--- config.mk ---
export PLATFORM = sky130hd
export DESIGN_NAME = collision_scheduler_flat
export DESIGN_NICKNAME = d
export VERILOG_FILES = /design/src/rtl/collision_scheduler_pkg.sv /design/src/rtl/collision_scheduler_if.sv /design/src/rtl/collision_scheduler_pipe_hit_check.sv /design/src/rtl/collision_scheduler.sv /design/src/flat_wrapper.sv
export SDC_FILE = /design/constraint.sdc
export NUM_CORES = 1
export LEC_CHECK = 0
export ABC_AREA = 1
export CORE_MARGIN = 2
export CORE_UTILIZATION = 52
export DETAILED_ROUTE_END_ITERATION = 8
export HOLD_SLACK_MARGIN = 0.08
export PLACE_DENSITY = 0.88
export SLEW_MARGIN = 10
export SYNTH_ARGS = -nofsm -noshare
export SYNTH_HDL_FRONTEND = slang
export SYNTH_SLANG_ARGS = --single-unit
export TNS_END_PERCENT = 5
--- constraint.sdc ---
create_clock -name clk -period 3.59 [get_ports clk]
set_clock_uncertainty 0.05 [all_clocks]
set_input_delay 0.359 -clock clk [delete_from_list [all_inputs] [get_ports clk]]
set_output_delay 0.359 -clock clk [all_outputs]
set_load 0.03 [all_outputs]
--- src/rtl/collision_scheduler_pkg.sv ---
// -----------------------------------------------------------------------------
// collision_scheduler_pkg
// Shared types and default geometry for the collision scheduler slice:
//   - default coordinate widths, sprite/pipe sizes and ground line
//   - coord_x_t / coord_y_t screen coordinate types (default widths)
//   - scan_state_t, the scheduler FSM state encoding
// -----------------------------------------------------------------------------
package collision_scheduler_pkg;

   localparam int WIDTH_DEF     = 10;
   localparam int HEIGHT_DEF    = 10;
   localparam int NUM_PIPES_DEF = 4;
   localparam int BIRD_W_DEF    = 16;
   localparam int BIRD_H_DEF    = 16;
   localparam int PIPE_W_DEF    = 32;
   localparam int GAP_H_DEF     = 96;
   localparam int GROUND_Y_DEF  = 440;

   typedef logic [WIDTH_DEF-1:0]  coord_x_t;
   typedef logic [HEIGHT_DEF-1:0] coord_y_t;

   typedef enum logic [1:0] {
      IDLE  = 2'd0,
      SCAN  = 2'd1,
      FLUSH = 2'd2
   } scan_state_t;

endpackage

--- src/rtl/collision_scheduler_if.sv ---
// -----------------------------------------------------------------------------
// collision_scheduler_if
// Bundle between the game logic (master: pipe generator, bird physics and
// game-state FSM) and the collision scheduler (slave).
//   master drives : enable, frame_tick, clear_hit, bird_x, bird_y,
//                   pipe_x, pipe_y, pipe_valid
//   slave drives  : scan_busy, scan_done, hit, hit_idx, overrun
// Pipe i occupies pipe_x[i*WIDTH +: WIDTH] / pipe_y[i*HEIGHT +: HEIGHT].
// -----------------------------------------------------------------------------
interface collision_scheduler_if
   import collision_scheduler_pkg::*;
#(
   parameter int WIDTH     = WIDTH_DEF,
   parameter int HEIGHT    = HEIGHT_DEF,
   parameter int NUM_PIPES = NUM_PIPES_DEF
);
   localparam int IDX_W = $clog2(NUM_PIPES + 1);

   logic                          enable;
   logic                          frame_tick;
   logic                          clear_hit;
   logic [WIDTH-1:0]              bird_x;
   logic [HEIGHT-1:0]             bird_y;
   logic [NUM_PIPES*WIDTH-1:0]    pipe_x;
   logic [NUM_PIPES*HEIGHT-1:0]   pipe_y;
   logic [NUM_PIPES-1:0]          pipe_valid;
   logic                          scan_busy;
   logic                          scan_done;
   logic                          hit;
   logic [IDX_W-1:0]              hit_idx;
   logic                          overrun;

   modport master (
      output enable, frame_tick, clear_hit, bird_x, bird_y, pipe_x, pipe_y, pipe_valid,
      input  scan_busy, scan_done, hit, hit_idx, overrun
   );

   modport slave (
      input  enable, frame_tick, clear_hit, bird_x, bird_y, pipe_x, pipe_y, pipe_valid,
      output scan_busy, scan_done, hit, hit_idx, overrun
   );

endinterface

--- src/rtl/collision_scheduler_pipe_hit_check.sv ---
// -----------------------------------------------------------------------------
// collision_scheduler_pipe_hit_check
// Purely combinational bird-vs-pipe overlap test, shared across all pipes by
// the scheduler.
//   i_valid    : pipe is on screen (an invalid pipe never hits)
//   i_bird_x/y : bird left / top edge
//   i_pipe_x/y : pipe left edge / gap top
//   o_hit      : bird overlaps the pipe horizontally and is outside the gap
// Sums are widened (x by 1 bit, y by 2 bits) so sprites near the screen edge
// never wrap around.
// -----------------------------------------------------------------------------
module collision_scheduler_pipe_hit_check
   import collision_scheduler_pkg::*;
#(
   parameter int WIDTH  = WIDTH_DEF,
   parameter int HEIGHT = HEIGHT_DEF,
   parameter int BIRD_W = BIRD_W_DEF,
   parameter int BIRD_H = BIRD_H_DEF,
   parameter int PIPE_W = PIPE_W_DEF,
   parameter int GAP_H  = GAP_H_DEF
)
(
   input  logic              i_valid,
   input  logic [WIDTH-1:0]  i_bird_x,
   input  logic [HEIGHT-1:0] i_bird_y,
   input  logic [WIDTH-1:0]  i_pipe_x,
   input  logic [HEIGHT-1:0] i_pipe_y,
   output logic              o_hit
);
   localparam logic [WIDTH:0]  C_BW = (WIDTH+1)'(BIRD_W);
   localparam logic [WIDTH:0]  C_PW = (WIDTH+1)'(PIPE_W);
   localparam logic [HEIGHT+1:0] C_BH = (HEIGHT+2)'(BIRD_H);
   localparam logic [HEIGHT+1:0] C_GH = (HEIGHT+2)'(GAP_H);

   logic [WIDTH:0]    w_bx;
   logic [WIDTH:0]    w_px;
   logic [HEIGHT+1:0] w_by;
   logic [HEIGHT+1:0] w_py;
   logic              w_x_overlap;
   logic              w_outside_gap;

   assign w_bx = {1'b0, i_bird_x};
   assign w_px = {1'b0, i_pipe_x};
   assign w_by = {2'b00, i_bird_y};
   assign w_py = {2'b00, i_pipe_y};

   assign w_x_overlap   = ((w_bx + C_BW) > w_px) && (w_bx < (w_px + C_PW));
   assign w_outside_gap = (w_by < w_py) || ((w_by + C_BH) > (w_py + C_GH));
   assign o_hit         = i_valid && w_x_overlap && w_outside_gap;

endmodule

--- src/rtl/collision_scheduler.sv ---
// -----------------------------------------------------------------------------
// collision_scheduler
// Time-multiplexes one pipe_hit_check comparator across NUM_PIPES pipes once
// per frame. frame_tick snapshots bird/pipe coordinates, one pipe is checked
// per cycle, and results retire through a one-entry stage into a sticky hit.
//   clk   : clock
//   reset : asynchronous, active-low reset
//   bus   : collision_scheduler_if.slave (enable, frame_tick, clear_hit,
//           bird/pipe coordinates in; scan_busy, scan_done, hit, hit_idx,
//           overrun out; all outputs registered)
// Optional feature: define COLLISION_BOUNDS_EN to also flag a hit (hit_idx =
// NUM_PIPES) when the snapshot bird touches the top row or crosses GROUND_Y.
// -----------------------------------------------------------------------------
module collision_scheduler
   import collision_scheduler_pkg::*;
#(
   parameter int WIDTH     = WIDTH_DEF,
   parameter int HEIGHT    = HEIGHT_DEF,
   parameter int NUM_PIPES = NUM_PIPES_DEF,
   parameter int BIRD_W    = BIRD_W_DEF,
   parameter int BIRD_H    = BIRD_H_DEF,
   parameter int PIPE_W    = PIPE_W_DEF,
   parameter int GAP_H     = GAP_H_DEF,
   parameter int GROUND_Y  = GROUND_Y_DEF
)
(
   input  logic                  clk,
   input  logic                  reset,
   collision_scheduler_if.slave  bus
);
   localparam int IDX_W = $clog2(NUM_PIPES + 1);
   localparam logic [IDX_W-1:0]  C_LAST_IDX = IDX_W'(NUM_PIPES - 1);
   localparam logic [IDX_W-1:0]  C_BOUNDS_IDX = IDX_W'(NUM_PIPES);
   localparam logic [HEIGHT+1:0] C_BH = (HEIGHT+2)'(BIRD_H);
   localparam logic [HEIGHT+1:0] C_GY = (HEIGHT+2)'(GROUND_Y);
`ifdef COLLISION_BOUNDS_EN
   localparam bit C_BOUNDS_EN = 1'b1;
`else
   localparam bit C_BOUNDS_EN = 1'b0;
`endif

   scan_state_t                 r_state;
   logic [IDX_W-1:0]            r_idx;
   logic                        r_busy;
   logic                        r_done;
   logic                        r_hit;
   logic [IDX_W-1:0]            r_hit_idx;
   logic                        r_overrun;

   logic [WIDTH-1:0]            r_bx_p0;
   logic [HEIGHT-1:0]           r_by_p0;
   logic [NUM_PIPES*WIDTH-1:0]  r_px_p0;
   logic [NUM_PIPES*HEIGHT-1:0] r_py_p0;
   logic [NUM_PIPES-1:0]        r_pv_p0;

   logic                        r_vld_p1;
   logic                        r_hit_p1;
   logic [IDX_W-1:0]            r_hidx_p1;

   logic [WIDTH-1:0]            w_px;
   logic [HEIGHT-1:0]           w_py;
   logic                        w_pv;
   logic                        w_pipe_hit;
   logic                        w_start;
   logic                        w_bounds;
   logic                        w_retire_hit;
   logic                        w_bounds_hit;
   logic                        w_can_set;

   // Stage p0: snapshot, taken only when a scan starts
   assign w_start = (r_state == IDLE) && bus.frame_tick && bus.enable;

   always_ff @(posedge clk) begin
      if (w_start) begin
         r_bx_p0 <= bus.bird_x;
         r_by_p0 <= bus.bird_y;
         r_px_p0 <= bus.pipe_x;
         r_py_p0 <= bus.pipe_y;
         r_pv_p0 <= bus.pipe_valid;
      end
   end

   always_comb begin
      w_px = '0;
      w_py = '0;
      w_pv = 1'b0;
      for (int i = 0; i < NUM_PIPES; i++) begin
         if (r_idx == IDX_W'(i)) begin
            w_px = r_px_p0[i*WIDTH +: WIDTH];
            w_py = r_py_p0[i*HEIGHT +: HEIGHT];
            w_pv = r_pv_p0[i];
         end
      end
   end

   collision_scheduler_pipe_hit_check #(
      .WIDTH  (WIDTH),
      .HEIGHT (HEIGHT),
      .BIRD_W (BIRD_W),
      .BIRD_H (BIRD_H),
      .PIPE_W (PIPE_W),
      .GAP_H  (GAP_H)
   ) u_hit_check (
      .i_valid  (w_pv),
      .i_bird_x (r_bx_p0),
      .i_bird_y (r_by_p0),
      .i_pipe_x (w_px),
      .i_pipe_y (w_py),
      .o_hit    (w_pipe_hit)
   );

   // Stage p1: one result per SCAN cycle, retired on the following edge
   always_ff @(posedge clk) begin
      if ((r_state == SCAN) && bus.enable) begin
         r_hit_p1  <= w_pipe_hit;
         r_hidx_p1 <= r_idx;
      end
   end

   // Constant-gated so the bounds logic vanishes when the feature is off
   assign w_bounds = C_BOUNDS_EN &&
                     ((r_by_p0 == '0) || (({2'b00, r_by_p0} + C_BH) > C_GY));

   // Dropping enable discards whatever is in flight, so nothing retires then
   assign w_retire_hit = r_vld_p1 && r_hit_p1 && bus.enable;
   assign w_bounds_hit = (r_state == FLUSH) && bus.enable && w_bounds;
   // hit_idx is frozen while hit is set; a same-edge clear lets a new hit in
   assign w_can_set    = !r_hit || bus.clear_hit;

   always_ff @(posedge clk or negedge reset) begin
      if (!reset) begin
         r_state   <= IDLE;
         r_idx     <= '0;
         r_busy    <= 1'b0;
         r_done    <= 1'b0;
         r_hit     <= 1'b0;
         r_hit_idx <= '0;
         r_overrun <= 1'b0;
         r_vld_p1  <= 1'b0;
      end else begin
         r_done   <= 1'b0;
         r_vld_p1 <= 1'b0;

         // Pipe result outranks the bounds check so a pipe hit keeps its index
         if (w_retire_hit && w_can_set) begin
            r_hit     <= 1'b1;
            r_hit_idx <= r_hidx_p1;
         end else if (w_bounds_hit && w_can_set) begin
            r_hit     <= 1'b1;
            r_hit_idx <= C_BOUNDS_IDX;
         end else if (bus.clear_hit) begin
            r_hit     <= 1'b0;
            r_hit_idx <= '0;
         end

         if (bus.frame_tick && bus.enable && r_busy) begin
            r_overrun <= 1'b1;
         end else if (bus.clear_hit) begin
            r_overrun <= 1'b0;
         end

         case (r_state)
            IDLE: begin
               if (w_start) begin
                  r_idx   <= '0;
                  r_busy  <= 1'b1;
                  r_state <= SCAN;
               end
            end
            SCAN: begin
               if (!bus.enable) begin
                  r_busy  <= 1'b0;
                  r_state <= IDLE;
               end else begin
                  r_vld_p1 <= 1'b1;
                  r_idx    <= r_idx + IDX_W'(1);
                  if (r_idx == C_LAST_IDX) begin
                     r_state <= FLUSH;
                  end
               end
            end
            FLUSH: begin
               r_busy  <= 1'b0;
               r_state <= IDLE;
               r_done  <= bus.enable;
            end
            default: begin
               r_busy  <= 1'b0;
               r_state <= IDLE;
            end
         endcase
      end
   end

   assign bus.scan_busy = r_busy;
   assign bus.scan_done = r_done;
   assign bus.hit       = r_hit;
   assign bus.hit_idx   = r_hit_idx;
   assign bus.overrun   = r_overrun;

endmodule

--- src/flat_wrapper.sv ---
// flat-port wrapper written by rule: the top's interface ports become plain ports
module collision_scheduler_flat import collision_scheduler_pkg::*;
#(
   parameter int WIDTH     = WIDTH_DEF,
   parameter int HEIGHT    = HEIGHT_DEF,
   parameter int NUM_PIPES = NUM_PIPES_DEF,
   parameter int BIRD_W    = BIRD_W_DEF,
   parameter int BIRD_H    = BIRD_H_DEF,
   parameter int PIPE_W    = PIPE_W_DEF,
   parameter int GAP_H     = GAP_H_DEF,
   parameter int GROUND_Y  = GROUND_Y_DEF
)
  (clk, reset, bus_enable, bus_frame_tick, bus_clear_hit, bus_bird_x, bus_bird_y, bus_pipe_x, bus_pipe_y, bus_pipe_valid, bus_scan_busy, bus_scan_done, bus_hit, bus_hit_idx, bus_overrun);
  collision_scheduler_if #(.WIDTH(WIDTH), .HEIGHT(HEIGHT), .NUM_PIPES(NUM_PIPES)) bus_i ();
  input  logic clk;
  input  logic reset;
  input wire logic [$bits(bus_i.enable)-1:0] bus_enable;
  input wire logic [$bits(bus_i.frame_tick)-1:0] bus_frame_tick;
  input wire logic [$bits(bus_i.clear_hit)-1:0] bus_clear_hit;
  input wire logic [$bits(bus_i.bird_x)-1:0] bus_bird_x;
  input wire logic [$bits(bus_i.bird_y)-1:0] bus_bird_y;
  input wire logic [$bits(bus_i.pipe_x)-1:0] bus_pipe_x;
  input wire logic [$bits(bus_i.pipe_y)-1:0] bus_pipe_y;
  input wire logic [$bits(bus_i.pipe_valid)-1:0] bus_pipe_valid;
  output wire logic [$bits(bus_i.scan_busy)-1:0] bus_scan_busy;
  output wire logic [$bits(bus_i.scan_done)-1:0] bus_scan_done;
  output wire logic [$bits(bus_i.hit)-1:0] bus_hit;
  output wire logic [$bits(bus_i.hit_idx)-1:0] bus_hit_idx;
  output wire logic [$bits(bus_i.overrun)-1:0] bus_overrun;
  assign bus_i.enable = bus_enable;
  assign bus_i.frame_tick = bus_frame_tick;
  assign bus_i.clear_hit = bus_clear_hit;
  assign bus_i.bird_x = bus_bird_x;
  assign bus_i.bird_y = bus_bird_y;
  assign bus_i.pipe_x = bus_pipe_x;
  assign bus_i.pipe_y = bus_pipe_y;
  assign bus_i.pipe_valid = bus_pipe_valid;
  assign bus_scan_busy = bus_i.scan_busy;
  assign bus_scan_done = bus_i.scan_done;
  assign bus_hit = bus_i.hit;
  assign bus_hit_idx = bus_i.hit_idx;
  assign bus_overrun = bus_i.overrun;
  collision_scheduler #(.WIDTH(WIDTH), .HEIGHT(HEIGHT), .NUM_PIPES(NUM_PIPES), .BIRD_W(BIRD_W), .BIRD_H(BIRD_H), .PIPE_W(PIPE_W), .GAP_H(GAP_H), .GROUND_Y(GROUND_Y)) u_core (.clk(clk), .reset(reset), .bus(bus_i));
endmodule
=== Yosys cells after proc, flatten, opt, wreduce, memory -nomap -nowiden ===
Index checks and enable logic that the tools add are counted.

* Flip-flop bits (word level): 121
* Latch bits: 0
* RAM bits: 0
* ROM bits: 0
* Word-level logic and storage cells: 85
* Memories kept: 0

* $add $sub $neg: 5
* Multipliers: 0
* Div/mod/pow operators: 0
* $lt $le $gt $ge: 4
* Equal/unequal tests: 9
* Shifts and indexed selects: 0
* Multiplexer cells: 30
* Bitwise logic cells: 0
* Reduce and logical (&&, ||, !) cells: 22

{| class="wikitable"
|+ Operator list
! operator !! count
|-
| $mux 10 || 8
|-
| $add 10x5->11 const B || 2
|-
| $mux 1 || 12
|-
| $mux 3 || 4
|-
| $add 10x6->11 const B || 1
|-
| $add 10x7->11 const B || 1
|-
| $gt 11x10->1 || 1
|-
| $gt 11x11->1 || 1
|-
| $logic_and 1x1->1 || 11
|-
| $lt 10x11->1 || 1
|-
| $lt 10x10->1 || 1
|-
| $eq 3x2->1 const B || 2
|-
| $mux 2 || 3
|-
| $pmux 3 s2 || 1
|-
| $reduce_bool 2->1 || 3
|-
| $ne 2x2->1 const B || 2
|-
| $pmux 2 s2 || 1
|-
| $reduce_and 2->1 || 2
|-
| $add 3x1->3 const B || 1
|-
| $eq 3x1->1 const B || 1
|-
| $logic_not 3->1 || 1
|-
| $ne 3x2->1 const B || 1
|-
| $reduce_and 3->1 || 1
|-
| $eq 2x1->1 const B || 1
|-
| 6 further kinds || 7
|}

=== Logic depth before layout (Yosys ltp) ===
Gate-level depths: netlist (run 1).

* Word-level depth: 10
* Depth in mapped cells: 25
* Gate-level depth less buffers: 24

=== Hierarchy ===
From an unflattened synthesis (run 1), not the netlist that was laid out.

* Cell total of the unflattened synthesis: 656
* Area, all modules: 6,193.4 µm²

{| class="wikitable"
|+ By module, submodules not included
! module !! instances !! cells an instance !! area each (µm²) !! sequential area each (µm²)
|-
| collision_scheduler || 1 || 449 || 4,939.7 || 3,568.4
|-
| collision_scheduler_pipe_hit_check || 1 || 207 || 1,253.7 || 0.0
|}

=== Worst setup path after synthesis (run 1) ===
OpenSTA, ideal clock, no wires.

* Path kind: register -> register
* Start: register u_core.r_state[0]
* End: register u_core.r_bx_p0[0], enable pin
* Setup time: 458 ps
* Data arrival time: 2,630 ps
* Slack: 453 ps
* Stages on the path, launching flop included: 4
* Buffers on the path: 0
* Clock period less this slack: 3,137 ps
* Path through: dfrtp_1 -> nor2_1 -> nand2_1 -> inv_1

* Word-level cells in the longest chain between the ends: 3

{| class="wikitable"
|+ Ends and longest elaborated chain
! element !! line !! RTL
|-
| start, declared || collision_scheduler.sv:42 || <nowiki>scan_state_t r_state;</nowiki>
|-
| start signal, assigned || collision_scheduler.sv:132 || <nowiki>r_state <= IDLE;</nowiki>
|-
| start signal, assigned || collision_scheduler.sv:167 || <nowiki>r_state <= SCAN;</nowiki>
|-
| start signal, assigned || collision_scheduler.sv:173 || <nowiki>r_state <= IDLE;</nowiki>
|-
| $logic_not 2->1 || collision_scheduler.sv:71 || <nowiki>assign w_start = (r_state == IDLE) && bus.frame_tick && bus.enable;</nowiki>
|-
| $logic_and 1x1->1 (2 in a row) || collision_scheduler.sv:71 ||
|-
| net u_core.w_start || collision_scheduler.sv:64 || <nowiki>logic w_start;</nowiki>
|-
| end signal, assigned || collision_scheduler.sv:75 || <nowiki>r_bx_p0 <= bus.bird_x;</nowiki>
|-
| end, declared || collision_scheduler.sv:50 || <nowiki>logic [WIDTH-1:0] r_bx_p0;</nowiki>
|}

The timed path passes the listed nets, and every way through them passes these cells.
A chain may end at the register's enable or synchronous reset.

=== Final worst setup path (run 1) ===
* Start: register u_core.r_idx[1]
* End: register u_core.r_hit_p1, data pin

* Word-level cells in the longest chain between the ends: 10
* Elaborated cells on any way between the ends: 26
* Those cells by class: add/sub (2); order compare (4); eq/ne (3); mux (12); reduce/logical (5)

{| class="wikitable"
|+ Ends and longest elaborated chain
! element !! line !! RTL
|-
| start, declared || collision_scheduler.sv:43 || <nowiki>logic [IDX_W-1:0] r_idx;</nowiki>
|-
| start signal, assigned || collision_scheduler.sv:176 || <nowiki>r_idx <= r_idx + IDX_W'(1);</nowiki>
|-
| $logic_not 3->1 || collision_scheduler.sv:88 || <nowiki>if (r_idx == IDX_W'(i)) begin</nowiki>
|-
| $mux 10 (4 in a row) || collision_scheduler.sv:88 ||
|-
| $add 10x6->11 || collision_scheduler_pipe_hit_check.sv:47 || <nowiki>assign w_x_overlap = ((w_bx + C_BW) > w_px) && (w_bx < (w_px + C_PW));</nowiki>
|-
| $lt 10x11->1 || collision_scheduler_pipe_hit_check.sv:47 ||
|-
| $logic_and 1x1->1 || collision_scheduler_pipe_hit_check.sv:47 ||
|-
| $logic_and 1x1->1 || collision_scheduler_pipe_hit_check.sv:49 || <nowiki>assign o_hit = i_valid && w_x_overlap && w_outside_gap;</nowiki>
|-
| $logic_and 1x1->1 * || collision_scheduler_pipe_hit_check.sv:49 ||
|-
| net u_core.u_hit_check.o_hit || collision_scheduler_pipe_hit_check.sv:28 || <nowiki>output logic o_hit</nowiki>
|-
| end signal, assigned || collision_scheduler.sv:115 || <nowiki>r_hit_p1 <= w_pipe_hit;</nowiki>
|-
| end, declared || collision_scheduler.sv:57 || <nowiki>logic r_hit_p1;</nowiki>
|}

The timed path passes the listed nets; every way through them passes the cells marked *.

==> results of run 1 <==
[metrics by stage]
step | util [%] | std cells
after global routing | 71.3 | 794
final | 71.3 | 794
after global placement | 65.5 | 762
after CTS | 71.0 | 793
after floorplan | - | 509
after detailed placement | 65.5 | 762
[synth_stat cells]
| master | instances | share of area [%] |
|---|---|---|
| edfxtp_1 | 108 | 57 |
| nor4_1 | 2 | 0.22 |
| dfrtp_1 | 13 | 5.7 |
| a22oi_1 | 1 | 0.13 |
| or2_2 | 4 | 0.44 |
| nand3b_1 | 3 | 0.39 |
| nand4_1 | 8 | 0.87 |
| a311oi_1 | 7 | 1.1 |
| buf_2 | 5 | 0.44 |
| nor2_2 | 5 | 0.55 |
| o22ai_2 | 1 | 0.22 |
| o21ai_0 | 16 | 1.4 |
| a21o_1 | 2 | 0.26 |
| a21boi_2 | 1 | 0.20 |
| ha_1 | 42 | 9.2 |
| inv_1 | 55 | 3.6 |
| a221oi_1 | 2 | 0.31 |
| buf_4 | 3 | 0.39 |
| o211ai_1 | 5 | 0.65 |
| xnor2_1 | 3 | 0.46 |
| xor2_1 | 8 | 1.2 |
| nand2_2 | 7 | 0.76 |
| clkbuf_1 | 2 | 0.13 |
| nand3_1 | 22 | 1.9 |
| nand2_1 | 113 | 7.4 |
| o21ai_2 | 1 | 0.15 |
| inv_2 | 5 | 0.33 |
| o22ai_1 | 1 | 0.11 |
| a211oi_1 | 1 | 0.13 |
| nor3_1 | 2 | 0.17 |
| nor2_1 | 30 | 2.0 |
| or2_1 | 1 | 0.11 |
| a21oi_1 | 24 | 2.1 |
| nor3b_1 | 1 | 0.13 |
| o21ai_1 | 5 | 0.44 |
[power by group]
| part | switching, W | total (W) | internal (W) |
|---|---|---|---|
| Combinational | 0.00109 | 0.00179 | 0.000704 |
| Sequential | 0.0000478 | 0.00169 | 0.00164 |
| Clock | 0.000596 | 0.00172 | 0.00112 |
[layout by cell type (no fill, tap or decap), types with 3 or more instances in the layout]
cell             netlist  routed
xor2_1                 8       8
ha_1                  42      41
clkbuf_16              0      16
nor2_2                 5       3
nor2_1                30      30
buf_4                  3       9
xnor2_1                3       3
o21ai_0               16      16
inv_2                  5       4
edfxtp_1             108     108
nand2_1              113     113
inv_1                 55      54
nand4_1                8       8
dfrtp_1               13      13
o21ai_1                5       5
nand2_2                7       7
bufinv_16              0       4
or2_2                  4       4
clkdlybuf4s50_1        0     115
nand3_1               22      22
a21oi_1               24      24
o211ai_1               5       5
a311oi_1               7       7
nand3b_1               3       3
[cell families after synthesis]
logic type | synth area share [%]
xor gates and xnor gates | 1.68
and+or+nand+nor | 14.9
AOI/OAI and AO/OA | 7.15
buffers and inverters | 4.89
DFF | 62.2
adders and majority gates | 9.16
[sequential cells by signal, indices dropped and copies added (netlist names)]
name / cells
u_core.bus.overrun: 1
u_core.r_idx: 3
u_core.r_by_p0: 10
u_core.r_vld_p1: 1
u_core.r_pv_p0: 4
u_core.bus.hit_idx: 3
u_core.bus.hit: 1
u_core.r_px_p0: 40
u_core.r_state: 2
u_core.r_py_p0: 40
u_core.bus.scan_busy: 1
u_core.r_hidx_p1: 3
u_core.r_hit_p1: 1
u_core.bus.scan_done: 1
u_core.r_bx_p0: 10
[area by class of cell]
cell class / count / area [um^2] / share of cell area [%]
clock buffer: 19 / 422 / 5.48
clock inverter: 12 / 175 / 2.28
inverter: 60 / 233 / 3.03
multi-input combinational: 318 / 1900 / 24.7
sequential: 121 / 3570 / 46.4
tap: 140 / 175 / 2.28
timing repair buffer: 124 / 1220 / 15.8
[metal layers]
metal | GRT usage, % | part of all wire [%] | up-vias
met5 | 0 | 0 | -
met4 | 9.16 | 1.3 | 0
met3 | 6.58 | 6.5 | 14
met2 | 41.0 | 52 | 171
met1 | 29.9 | 40 | 2002
li1 | - | - | 2034
[how the worst min path moves through the flow]
stage	to	slack [ps]	cells after the start
finish	u_core.bus.scan_done	170	1
global route	u_core.bus.scan_done	200	1
CTS	u_core.r_idx[2]	160	1
detailed placement	u_core.bus.scan_done	400	1
global placement	u_core.bus.scan_done	390	1
floorplan	u_core.bus.hit	10	0
[timing repair]
action	CTS	global route
setup buffers	0	1
resized for setup	0	6
setup endpoints to repair	0	1
hold endpoints to repair	0	0
==> flow_summary_export.csv, run 1 <==
group,metric,value,unit
timing,finalWorstSetupSlack,285,ps
final_layout,fin_nets,793,
critical_path,critical-path-top-delay-family,"compound AO/OA/AOI/OAI gates",
synthesis,yosysSeqAreaShare,62.2,%
global_routing,grt_max_degree,53,
placed_design,hpwl,9990,um
drt,drc,0,
floorplanning,ios,116,
timing,hold_slack,173,ps
critical_path,cp-startpoint,"u_core.r_idx[1]",
clocking,cts_sinks,121,
timing,slew_viol_final,0,
drt,drt_iter0_drc,246,
run,drv_cap,0,
power,vdd.ir_drop.worst,542,uV
power,powerDensity,676,nW/um^2
global_routing,grt_usage,24.3,%
timing,max_freq,303,MHz
clocking,cts_root_buf,"clkbuf_8",
critical_path,crit_cells,20,
drt,viasPerCell,5.32,
timing,tightest_slew,670,ps
synthesis,netlist_instances,509,
critical_path,regToRegSetupSlack,290,ps
synthesis,ys_seq_elements,121,
critical_path,reg2reg_to,"u_core.r_hit_p1",
clocking,cts_max_path_buffers,2,
drt,ant_nets,0,
critical_path,cp_common_cell,"nand2_1",
synthesis,synth.avg_cell_area,11.3,um^2
final_layout,fin_area,7690,um^2
timing,rsz0062_at_grt,"false",
critical_path,arrival,3540,ps
global_routing,grt_pass1_vias,4298,
critical_path,cp_cell_sequence,"inv_1, ha_1, inv_1, nor2_4, buf_4, nand2_1, a311oi_1, a21oi_1, ha_1, nand2_1, o21ai_0, nand2_1, nand2_1, nand2_1, nand2_1, nand2_1, nand2_1, nand2_1, nand2_1, nor2_2",
critical_path,r2r_cells,20,
floorplanning,die_w,109,um
clocking,cts_tree,"done",
power,p_total,0.00520,W
floorplanning,fp.dieH,109,um
final_layout,area_growth,34.1,%
critical_path,cp-endpoint,"u_core.r_hit_p1",
critical_path,path_buf_inv,3,
critical_path,critPathMaxFanout,8,
synthesis,ys_types,35,
global_routing,grt_first_pass_wirelength,21100,um
placed_design,io_buffers,115,
synthesis,netlist_area,5740,um^2
floorplanning,start_util,53.2,%
timing,fin_crit_sh,92.1,%
drt,first_pass_iters,5,
floorplanning,num_rows,38,
timing,final-setup-viol-count,0,
critical_path,crit_path_max_incr_delay,420,ps
timing,max-slew-margin-rel,55.3,%
drt,wl,13400,um
final_layout,insertedDiodeCount,0,
timing,fin_tns_setup,0,ps
placed_design,place_worst_setup_slack,281,ps
timing,min_period,3300,ps
hold_path,hp-class,"in -> async",
final_layout,fillers,700,
critical_path,cp.required,3830,ps
critical_path,worstSetupPathType,"reg -> reg",
timing,final-hold-violation-count,0,
synthesis,ys_warn_count,0,
clocking,clk_latency,530,ps
placed_design,place.gp.congestion,0.930,
critical_path,reg2reg_from,"u_core.r_idx[1]",
critical_path,worstSetupStartpointType,"register",
global_routing,antenna_found_initial,0,
synthesis,syn_nets,660,
outcome,outcome,"finished, final reports clean",
placed_design,place_area,7070,um^2
clocking,htree_levels,4,
clocking,cts_made_buffers,17,
clocking,holdBufCountCts,0,
global_routing,grt_overflow,0,
clocking,clk_pin_slew,60,ps
floorplanning,coreArea,10800,um^2
final_layout,drive_gt1_share,9.63,%
drt,vias,4221,
power,leakage,3.13,nW
critical_path,cpMaxStageDelayCell,"a311oi_1",
drt,routedWlPerCell,16.9,um
floorplanning,dieArea,11900,um^2
critical_path,end_kind,"register",
Power figures use the tool's default switching activity.
==> run 2: changes to the inputs <==
--- a/config.mk
+++ b/config.mk
@@ -6,11 +6,11 @@
 export NUM_CORES = 1
 export LEC_CHECK = 0
 export ABC_AREA = 1
-export CORE_MARGIN = 2
+export CORE_MARGIN = 8
 export CORE_UTILIZATION = 52
 export DETAILED_ROUTE_END_ITERATION = 8
 export HOLD_SLACK_MARGIN = 0.08
-export PLACE_DENSITY = 0.88
+export PLACE_DENSITY = 0.92
 export SLEW_MARGIN = 10
 export SYNTH_ARGS = -nofsm -noshare
 export SYNTH_HDL_FRONTEND = slang
==> run 2 against run 1 <==
Against the previous run: hold slack got worse by 19 ps; non-clock buffer count shrank 1; die area is 23% higher; core utilization is 0.58 points lower; final cell count stayed put; power shrank 4.0%; global-route usage decreased by 3.8 points; critical path type unchanged; highest routed layer unchanged.
==> flow_summary_export.csv, run 2 (synthesis results as in run 1) <==
group,metric,value,unit
critical_path,reg2reg_to,"u_core.r_hit_p1",
placed_design,hpwl,10800,um
critical_path,reg2reg_from,"u_core.r_idx[0]",
global_routing,use_met2,35.4,%
clocking,cts_made_buffers,17,
final_layout,utilization,70.7,%
global_routing,met3_usage,6.98,%
floorplanning,num_rows,38,
final_layout,layout_common_cells,"115 x clkdlybuf4s50_1, 113 x nand2_1, 108 x edfxtp_1",
critical_path,crit_path_max_incr_delay,430,ps
critical_path,cpMaxStageDelayCell,"dfrtp_1",
placed_design,place_worst_setup_slack,220,ps
global_routing,grt_overflow,0,
critical_path,worstSetupStartpointType,"register",
final_layout,multi_input_area,1900,um^2
floorplanning,start_util,53.2,%
timing,min_period,3310,ps
floorplanning,coreArea,10800,um^2
timing,max-slew-margin-rel,55.1,%
final_layout,fin_cells,794,
critical_path,crit_cells,19,
power,clockPowerShare,29.6,%
critical_path,cp_cell_sequence,"inv_1, ha_1, nand2_2, buf_4, nor2_1, a311oi_1, a21oi_1, ha_1, inv_1, nand2_1, a21oi_1, nor2_1, nor2_1, nor2_1, nand2_1, nand2_1, nor2_1, nand2_1, nor2_2",
critical_path,cp-startpoint,"u_core.r_idx[0]",
timing,fin_crit_sh,92.3,%
critical_path,end_kind,"register",
drt,viasPerCell,5.49,
power,intPower,0.00321,W
drt,first_pass_iters,5,
final_layout,largestRegisters,"u_core.r_px_p0 x40, u_core.r_py_p0 x40",
power,leakage,3.10,nW
critical_path,arrival,3670,ps
final_layout,insertedDiodeCount,0,
clocking,htree_levels,4,
placed_design,place.gp.congestion,0.911,
timing,finalWorstSetupSlack,275,ps
global_routing,antenna_found_initial,0,
critical_path,r2r_cells,19,
power,power.switching,0.00178,W
floorplanning,ios,116,
final_layout,area_growth,33.0,%
clocking,holdBufCountCts,0,
power,switching_share,35.7,%
power,vdd.ir_drop.worst,432,uV
placed_design,dp_cells,761,
timing,slew_viol_final,0,
power,powerDensity,654,nW/um^2
drt,drt_iter0_drc,371,
critical_path,cp-endpoint,"u_core.r_hit_p1",
drt,ant_nets,0,
drt,drc,0,
drt,wl,14400,um
final_layout,register_area,3570,um^2
global_routing,grt_first_pass_wirelength,23200,um
critical_path,cp_common_cell,"nor2_1",
critical_path,regToRegSetupSlack,280,ps
placed_design,io_buffers,115,
hold_path,hp-class,"in -> async",
critical_path,worstSetupPathType,"reg -> reg",
timing,final-hold-violation-count,0,
power,combinationalPowerShare,36.5,%
clocking,clk_pin_slew,60,ps
final_layout,fillers,686,
global_routing,grt_max_degree,55,
global_routing,grt_usage,20.5,%
global_routing,grt_pass1_vias,4711,
timing,max_freq,302,MHz
outcome,outcome,"finished, final reports clean",
run,drv_cap,0,
global_routing,grt_busiest_layer,"met2",
floorplanning,die_w,121,um
timing,final-setup-viol-count,0,
drt,vias,4356,
timing,fin_tns_setup,0,ps
critical_path,path_buf_inv,3,
critical_path,critical-path-top-delay-family,"simple AND/OR/NAND/NOR gates",
timing,rsz0062_at_grt,"false",
critical_path,critPathMaxFanout,17,
floorplanning,fp.dieH,121,um
floorplanning,dieArea,14600,um^2
drt,routedWlPerCell,18.2,um
timing,tightest_slew,674,ps
power,seq_power_share,33.9,%
critical_path,cp.required,3940,ps
clocking,cts_root_buf,"clkbuf_8",
clocking,cts_tree,"done",
clocking,cts_max_path_buffers,2,
global_routing,grt_use_met1,22.4,%
clocking,cts_sinks,121,
final_layout,fin_nets,792,
clocking,clk_latency,530,ps
final_layout,layout_commonest_cell,"clkdlybuf4s50_1",
final_layout,drive_gt1_share,9.79,%
==> run 2: changes by cell type in the layout (fill, tap and decap cells not counted), sizes merged <==
cell / delta
bufinv: -4
clkinvlp: +2
inv: +3
clkinv: +1
buf: -1
clkbuf: -1
==> run 2: what timing repair did <==
item / in CTS / in global routing
setup endpoints to repair: 0 / 1
resized for setup: 0 / 5
setup buffers: 0 / 1
==> run 2: area by class of cell <==
cell class	instances	share of cell area, %
Inverter	60	3.05
Multi-Input combinational cell	318	24.9
Clock inverter	14	1.28
Timing Repair Buffer	123	16.2
Tap cell	140	2.30
Clock buffer	18	5.48
Sequential cell	121	46.8
==> run 2: worst min path at each step <==
| stage | to | slack, ps | cells after the start |
|---|---|---|---|
| after global routing | u_core.r_idx[0] | 190 | 1 |
| after global placement | u_core.bus.scan_done | 390 | 1 |
| after detailed placement | u_core.bus.scan_done | 430 | 1 |
| final | u_core.bus.overrun | 150 | 1 |
| after CTS | u_core.r_state[0] | 160 | 1 |
| after floorplan | u_core.bus.hit | 10 | 0 |
==> run 2: per-stage QoR <==
| stage | hold slack, ps | power [W] | area (um^2) |
|---|---|---|---|
| finish | 154 | 0.00499 | 7630 |
| global route | 191 | 0.00530 | 7630 |
| global placement | 387 | 0.00334 | 7080 |
| detailed placement | 427 | 0.00343 | 7080 |
| floorplan | 13.4 | 0.00292 | 5740 |
| CTS | 162 | 0.00494 | 7590 |
==> run 2: power by group through the flow <==
stage	combinational [W]	clock [W]	sequential, W
2_1_floorplan	0.00120	0	0.00172
6_report	0.00182	0.00148	0.00169
3_5_place_dp	0.00171	0	0.00172
5_1_grt	0.00205	0.00156	0.00170
3_3_place_gp	0.00163	0	0.00171
4_1_cts	0.00176	0.00149	0.00169
==> run 2: routing by layer <==
layer	share of wire (%)	vias to the layer above	routed length (um)
met4	2.7	0	386
met5	0	-	0
met1	37	2081	5320
met2	53	210	7720
met3	7.0	31	1010
li1	-	2034	-
